<file path="config.mk">
export PLATFORM = sky130hd
export DESIGN_NAME = tlights_monitor
export DESIGN_NICKNAME = d
export VERILOG_FILES = /design/src/rtl/tlights_pkg.sv /design/src/rtl/tlights_monitor_sat_counter.sv /design/src/rtl/tlights_monitor.sv
export SDC_FILE = /design/constraint.sdc
export NUM_CORES = 1
export LEC_CHECK = 0
export CAP_MARGIN = 0
export CORE_ASPECT_RATIO = 0.7
export CORE_MARGIN = 1
export CORE_UTILIZATION = 50
export CTS_CLUSTER_DIAMETER = 120
export CTS_CLUSTER_SIZE = 20
export DETAILED_ROUTE_END_ITERATION = 6
export GPL_TIMING_DRIVEN = 0
export HOLD_SLACK_MARGIN = 0.12
export PLACE_DENSITY = 0.78
export SYNTH_ARGS = -nofsm -noshare
export SYNTH_HDL_FRONTEND = slang
export SYNTH_SLANG_ARGS = --single-unit
</file>
<file path="constraint.sdc">
create_clock -name clk -period 4.4 [get_ports clk]
set_input_delay 0.44 -clock clk [delete_from_list [all_inputs] [get_ports clk]]
set_output_delay 0.44 -clock clk [all_outputs]
set_load 0.01 [all_outputs]
</file>
<file path="src/rtl/tlights_pkg.sv">
// Shared types and decode helpers for the traffic-light sequence monitor.
package tlights_pkg;

    typedef enum logic [1:0] {
        PH_RED       = 2'd0,
        PH_RED_AMBER = 2'd1,
        PH_GREEN     = 2'd2,
        PH_AMBER     = 2'd3
    } phase_t;

    localparam logic [2:0] RAG_RED       = 3'b100;
    localparam logic [2:0] RAG_RED_AMBER = 3'b110;
    localparam logic [2:0] RAG_GREEN     = 3'b001;
    localparam logic [2:0] RAG_AMBER     = 3'b010;

    typedef enum logic [2:0] {
        ERR_NONE         = 3'd0,
        ERR_ILLEGAL_CODE = 3'd1,
        ERR_BAD_ORDER    = 3'd2,
        ERR_SHORT_DWELL  = 3'd3,
        ERR_LONG_DWELL   = 3'd4
    } err_t;

    function automatic phase_t next_phase(input phase_t p);
        phase_t n;
        case (p)
            PH_RED:       n = PH_RED_AMBER;
            PH_RED_AMBER: n = PH_GREEN;
            PH_GREEN:     n = PH_AMBER;
            default:      n = PH_RED;
        endcase
        return n;
    endfunction

    function automatic logic rag_is_legal(input logic [2:0] rag);
        return (rag == RAG_RED) || (rag == RAG_RED_AMBER) ||
               (rag == RAG_GREEN) || (rag == RAG_AMBER);
    endfunction

    // Illegal codes map to PH_RED; callers must qualify with rag_is_legal().
    function automatic phase_t rag_to_phase(input logic [2:0] rag);
        phase_t p;
        case (rag)
            RAG_RED_AMBER: p = PH_RED_AMBER;
            RAG_GREEN:     p = PH_GREEN;
            RAG_AMBER:     p = PH_AMBER;
            default:       p = PH_RED;
        endcase
        return p;
    endfunction

endpackage

</file>
<file path="src/rtl/tlights_monitor_sat_counter.sv">
// Saturating up-counter; clr restarts the count, and clr with inc restarts at 1.
module sat_counter #(
    parameter int W = 8
) (
    input  logic         clk,
    input  logic         rst,
    input  logic         clr,
    input  logic         inc,
    output logic [W-1:0] q
);

    always_ff @(posedge clk) begin
        if (rst) begin
            q <= '0;
        end else if (clr) begin
            q <= inc ? W'(1) : '0;
        end else if (inc && (q != '1)) begin
            q <= q + W'(1);
        end
    end

endmodule

</file>
<file path="src/rtl/tlights_monitor.sv">
// Checks the controller's rag output against the RED/RED_AMBER/GREEN/AMBER sequence,
// measures per-phase dwell, counts completed cycles and latches the first violation.
module tlights_monitor
    import tlights_pkg::*;
#(
    parameter int MIN_DWELL = 2,
    parameter int MAX_DWELL = 50,
    parameter int DW        = 8,
    parameter int CW        = 16
) (
    input  logic          clk,
    input  logic          rst,
    input  logic [2:0]    rag,
    input  logic          err_clr,
    output logic          locked,
    output logic [1:0]    phase,
    output logic [DW-1:0] dwell,
    output logic [CW-1:0] cycles,
    output logic          err,
    output logic [2:0]    err_code
);

    // LONG_DWELL can only fire if dwell can actually reach MAX_DWELL+1 before saturating.
    localparam longint DWELL_SAT  = (longint'(1) << DW) - 1;
    localparam bit     LONG_ARMED = longint'(MAX_DWELL) < DWELL_SAT;

    logic   locked_q;
    logic   first_q;
    phase_t phase_q;
    logic [CW-1:0] cycles_q;
    logic   err_q;
    err_t   err_code_q;

    logic   code_legal;
    phase_t rag_phase;
    logic   code_same;
    logic   code_next;
    logic   code_ooo;
    logic   long_hit;
    err_t   err_new;
    logic   dwell_clr;
    logic   dwell_inc;

    always_comb begin
        code_legal = rag_is_legal(rag);
        rag_phase  = rag_to_phase(rag);
        code_same  = locked_q && code_legal && (rag_phase == phase_q);
        code_next  = locked_q && code_legal && (rag_phase == next_phase(phase_q));
        code_ooo   = locked_q && code_legal && !code_same && !code_next;
        long_hit   = LONG_ARMED && (dwell == DW'(MAX_DWELL));
    end

    always_comb begin
        err_new = ERR_NONE;
        if (locked_q) begin
            if (!code_legal) begin
                err_new = ERR_ILLEGAL_CODE;
            end else if (code_same && long_hit) begin
                err_new = ERR_LONG_DWELL;
            end else if (code_next && !first_q && (dwell < DW'(MIN_DWELL))) begin
                err_new = ERR_SHORT_DWELL;
            end else if (code_ooo) begin
                err_new = ERR_BAD_ORDER;
            end
        end
    end

    always_comb begin
        dwell_clr = (!locked_q && code_legal) || code_next || code_ooo;
        dwell_inc = dwell_clr || code_same;
    end

    sat_counter #(.W(DW)) u_dwell (
        .clk (clk),
        .rst (rst),
        .clr (dwell_clr),
        .inc (dwell_inc),
        .q   (dwell)
    );

    always_ff @(posedge clk) begin
        if (rst) begin
            locked_q   <= 1'b0;
            first_q    <= 1'b0;
            phase_q    <= PH_RED;
            cycles_q   <= '0;
            err_q      <= 1'b0;
            err_code_q <= ERR_NONE;
        end else begin
            if (!locked_q) begin
                if (code_legal) begin
                    locked_q <= 1'b1;
                    phase_q  <= rag_phase;
                    first_q  <= 1'b1;
                end
            end else if (!code_legal) begin
                locked_q <= 1'b0;
            end else if (code_next) begin
                phase_q <= rag_phase;
                first_q <= 1'b0;
                if (phase_q == PH_AMBER) begin
                    cycles_q <= cycles_q + CW'(1);
                end
            end else if (code_ooo) begin
                phase_q <= rag_phase;
                first_q <= 1'b1;
            end

            // A fresh error beats a simultaneous clear.
            if ((err_new != ERR_NONE) && (!err_q || err_clr)) begin
                err_q      <= 1'b1;
                err_code_q <= err_new;
            end else if (err_clr) begin
                err_q      <= 1'b0;
                err_code_q <= ERR_NONE;
            end
        end
    end

    assign locked   = locked_q;
    assign phase    = phase_q;
    assign cycles   = cycles_q;
    assign err      = err_q;
    assign err_code = err_code_q;

endmodule

</file>
## After elaboration in Yosys (flattened, before gate mapping)

Cells that the tools add are included.

- Bits in registers: 32
- Input bits: 6
- Output and inout port bits: 31
- Logic and storage cells: 76

- $add $sub $neg: 2
- Magnitude comparators: 1
- Eq/ne operators: 12
- Muxes and demuxes: 25
- Reductions and logical operators: 29

Operators with widths:

| cell | count |
|---|---|
| 16-bit by 1-bit adder with 16-bit output (second input constant) | 1 |
| 8-bit 2-to-1 mux | 2 |
| 3-bit 2-to-1 mux | 5 |
| 2-bit 2-to-1 mux | 7 |
| 2-bit case mux with 3 select lines | 2 |
| 1-bit logical AND | 11 |
| 1-bit 2-to-1 mux | 9 |
| 8-bit by 1-bit adder with 8-bit output (second input constant) | 1 |
| 8-bit by 6-bit == test with 1-bit output (second input constant) | 1 |
| 8-bit by 2-bit less-than comparator with 1-bit output (second input constant) | 1 |
| 8-bit != test (second input constant) | 1 |
| 1-bit logical OR | 7 |
| 3-bit == test (second input constant) | 2 |
| 1-bit zero test | 5 |
| 2-bit == test | 2 |
| 2-bit == test (second input constant) | 2 |
| 4-bit AND reduction | 1 |
| 2-bit nonzero test | 2 |
| 3-bit by 1-bit == test with 1-bit output (second input constant) | 1 |
| 3-bit by 2-bit == test with 1-bit output (second input constant) | 1 |
| 3-bit by 1-bit != test with 1-bit output (second input constant) | 1 |
| 3-bit nonzero test | 1 |
| 2-bit by 1-bit == test with 1-bit output (second input constant) | 1 |
| 2-bit zero test | 1 |
| 2-bit AND reduction | 1 |

## Logic depth before layout (Yosys ltp)

- Depth after elaboration: 17
- Depth in mapped cells: 10
- Mapped depth without buffers: 8

## Cells and area by module

A second synthesis with hierarchy kept.

- Cells, all modules: 219
- Area, all modules: 1,814.2 µm²

By module, submodules not included:

| module | instances | cells each | area an instance (µm²) | seq. area each (µm²) |
|---|---|---|---|---|
| tlights_monitor | 1 | 166 | 1,370.1 | 480.5 |
| sat_counter | 1 | 53 | 444.2 | 160.2 |

## Worst setup path before layout

No wires, ideal clock.

- Path type: register to register
- Start point: register phase_q[0] (netlist: phase[0])
- End point: register cycles_q[8] (netlist: cycles[8])
- Setup time: 71 ps
- Data arrival time: 2,515 ps
- Required time: 4,329 ps
- Setup slack: 1,814 ps
- Cell stages (with the launch flop): 9
- Path buffers: 1
- Clock period less this slack: 2,586 ps
- Cells stage by stage: dfxtp_1 clkbuf_1 inv_1 ha_1 or4_4 a311oi_4 nand2_2 or3_1 a21oi_1

- Cells in the longest elaborated chain, start to end: 5
- Elaborated cells on any way between the ends: 8
- Those cells by class: 4 x eq/ne; 1 x mux; 3 x reduce/logical

RTL lines:

| what | RTL line | RTL |
|---|---|---|
| start, declared | tlights_monitor.sv:29 | `phase_t phase_q;` |
| start signal, assigned | tlights_monitor.sv:93 | `phase_q <= rag_phase;` |
| start signal, assigned | tlights_monitor.sv:99 | `phase_q <= rag_phase;` |
| start signal, assigned | tlights_monitor.sv:105 | `phase_q <= rag_phase;` |
| 2-bit == test (tied with other cells) | tlights_pkg.sv:26 | `case (p)` |
| 2-bit case mux with 3 select lines | tlights_pkg.sv:26 |  |
| 2-bit == test | tlights_monitor.sv:48 | `code_next = locked_q && code_legal && (rag_phase == next_phase(phase_q));` |
| 1-bit logical AND | tlights_monitor.sv:48 |  |
| 4-bit AND reduction (no line) (*) | n/a |  |
| end signal, assigned | tlights_monitor.sv:102 | `cycles_q <= cycles_q + CW'(1);` |
| end, declared | tlights_monitor.sv:30 | `logic [CW-1:0] cycles_q;` |

Mark *: on every way between the ends. The rest lies on a longest branch, timed or not.
A chain may end at the register's enable or synchronous reset.

## Worst setup path in the final report

- Start point: register phase_q[0] (netlist: phase[0])
- End point: register cycles_q[9] (netlist: cycles[9])

The elaborated chain is that of the path after synthesis.

==> results.json <==
{
  "run_status": "finished, final reports clean",
  "crit_path_max_fanout": 10,
  "post_cts_resized": 0,
  "vdd_drop_max_uv": 199,
  "synth_edf_count": 0,
  "root_buffer": "clkbuf_8",
  "cts_buffer_depth": 2,
  "synth-async-reset-ratio_pct": 0,
  "slowest_stage": "or4_4",
  "dieArea_um2": 3810,
  "yosysMostFrequentCell": "dfxtp_1",
  "leakagePower_uw": 0.000821,
  "antenna_cells_inserted": 0,
  "globalRouteOverflowTotal": 0,
  "yosysSeqAreaShare_pct": 36.0,
  "start_util_pct": 54.3,
  "yosys.area.top_type": "dfxtp_1",
  "syn_to_final_growth_pct": 28.4,
  "synth-main-ff-cell": "dfxtp_1",
  "io_buffers": 35,
  "rsz0062_at_grt": "false",
  "synth_commonest_cells": "32 x dfxtp_1, 30 x nor2_1, 17 x xor2_1, 12 x nand2_1, 11 x nand4_1",
  "critPathMaxStageDelay_ns": 0.52,
  "finalCritPeriodShare_pct": 64.7,
  "synth-seq-cells": 32,
  "vias": 1662,
  "fin_setup_tns_ns": 0,
  "h-tree-depth": 2,
  "io_pins": 37,
  "yosysWarnings": 0,
  "syn_avg_cell_area_um2": 8.35,
  "r2r_start": "phase[0]",
  "routed_wl_mm": 4.06,
  "cts_tree": "yes",
  "core_um2": 3280,
  "cts_inserted_buffers": 5,
  "syn_area_um2": 1780,
  "wl_per_cell_um": 13.4,
  "skew_ns": 0.00621,
  "crit_type": "flop to flop",
  "dr.first_iter.drc_count": 84,
  "finalHoldViolCount": 0,
  "clock_latency_ns": 0.28,
  "first_pass_iters": 4,
  "max_cap_violations": 0,
  "vias_per_cell": 5.50,
  "setup_viol": 0,
  "reg2reg_to": "cycles[9]",
  "required_ns": 4.55,
  "relSlewSlack_pct": 65.7,
  "grt_use_total_pct": 24.1,
  "slew_violations": 0,
  "critPathCaptureType": "flop",
  "holdBufCountCts": 0,
  "cts_setup_buffers": 0,
  "worstHoldPathType": "flop to flop",
  "cp-endpoint": "cycles[9]",
  "grt_pass1_vias": 1446,
  "antenna_found_initial": 0,
  "cts.sinks": 32,
  "fmax_mhz": 351,
  "gp_congestion": 0.840,
  "drc": 0,
  "antenna_left": 0,
  "worst_slew_pin_slew_ns": 0.501,
  "die_x_um": 73.3,
  "cp_cell_sequence": "clkbuf_1, inv_1, ha_1, or4_4, a311oi_4, buf_4, nand4_1, xor2_1, nor2_1",
  "startpoint_type": "flop",
  "r2r_setup_slack_ns": 1.55,
  "yosysTopAreaCellShare_pct": 36.0,
  "drive_gt1_share_pct": 5.10,
  "layout.cells.non_filler": 302,
  "reg2reg_depth": 9,
  "crit_arrival_ns": 2.99,
  "power_uw": 633,
  "place_inst": 295,
  "clkTransAtPathRegs_ns": 0.06,
  "fp-row-count": 17,
  "grt_max_degree": 11,
  "power.density_cell_area_nw_per_um2": 277,
  "worstSetupStartpoint": "phase[0]",
  "nets": 267,
  "die_h_um": 51.9,
  "grt_pass1_wl_mm": 6.96,
  "synthTopCellsByArea": "dfxtp_1 36%, xor2_1 8.4%, nor2_1 6.3%",
  "final_core_util_pct": 69.7,
  "syn-num-nets": 225,
  "ys_types": 47,
  "period_minus_slack_ns": 2.85,
  "synthCells": 213,
  "place_hpwl_mm": 3.01
}
==> worst max-delay path, delay by kind of cell (launching register included) <==
family                   cells  cell delay (ns)
AO/OA/AOI/OAI                1             0.46
AND/OR/NAND/NOR              3             0.71
flip-flops                   1             0.35
adder cells (fa/ha/maj)      1             0.38
XOR/XNOR                     1             0.17
buffers and inverters        3             0.66
==> how the worst min path moves through the flow <==
| stage | startpoint | end | slack, ns | cells after the start |
|---|---|---|---|---|
| 2_1_floorplan | err_code[2] | err_code[2] | 0.47 | 2 |
| 3_3_place_gp | err_code[2] | err_code[2] | 0.45 | 2 |
| 3_5_place_dp | err_code[2] | err_code[2] | 0.45 | 2 |
| 4_1_cts | err_code[2] | err_code[2] | 0.46 | 2 |
| 5_1_grt | err_code[0] | err_code[0] | 0.49 | 2 |
| 6_report | err_code[2] | err_code[2] | 0.47 | 2 |
==> placed cells by master, fill, tap and decap left out, types with 7 or more instances in the layout <==
cell type,Yosys,final
a21oi_1,8,8
nand4_1,11,11
xor2_1,17,17
nor2_1,30,30
nand2_1,12,12
clkbuf_8,0,7
clkdlybuf4s50_1,0,35
dfxtp_1,32,32
nand3_1,8,8
==> power breakdown <==
group / leakage (uW) / total (uW) / switching (uW) / internal [uW]
clock: 0.0000503 / 243 / 103 / 139
combinational: 0.000511 / 85.7 / 47.5 / 38.2
sequential: 0.000259 / 304 / 7.91 / 297
==> state kept, by name, indices dropped and copies added (netlist names) <==
signal     flops
err            1
phase          2
u_dwell.q      8
first_q        1
err_code       3
cycles        16
locked         1
==> area by class of cell <==
class                           count  area [um2]
Fill cell                         281         991
Buffer                             10        43.8
Multi-Input combinational cell    165        1070
Tap cell                           47        58.8
Sequential cell                    32         641
Timing Repair Buffer               35         350
Clock buffer                        7        96.3
Inverter                            6        22.5
==> per-layer routing <==
metal | wire (um) | up-vias | track usage (%) | share of wire (%)
met3 | 204 | 5 | 5.23 | 5.0
met4 | 31 | 0 | 6.73 | 0.76
met2 | 1570 | 42 | 32.3 | 39
met1 | 2250 | 766 | 37.7 | 55
li1 | - | 849 | - | -
met5 | 0 | - | 0 | 0
==> cell families after synthesis <==
kind of cell | synth area share (%)
AO/OA/AOI/OAI | 14.6
XOR/XNOR | 10.3
adder cells (fa/ha/maj) | 4.22
buffers and inverters | 3.73
flip-flops | 36.0
multiplexers | 1.13
AND/OR/NAND/NOR | 30.0
==> per-stage QoR <==
| stage | area [um2] | worst slack [ns] | hold WS [ns] |
|---|---|---|---|
| 6_report | 2280 | 1.55 | 0.466 |
| 4_1_cts | 2280 | 1.56 | 0.459 |
| 3_3_place_gp | 2190 | 1.53 | 0.445 |
| 3_5_place_dp | 2190 | 1.51 | 0.450 |
| 2_1_floorplan | 1780 | 1.81 | 0.473 |
| 5_1_grt | 2280 | 1.21 | 0.494 |
No activity file was read; power rests on OpenSTA's default activity.
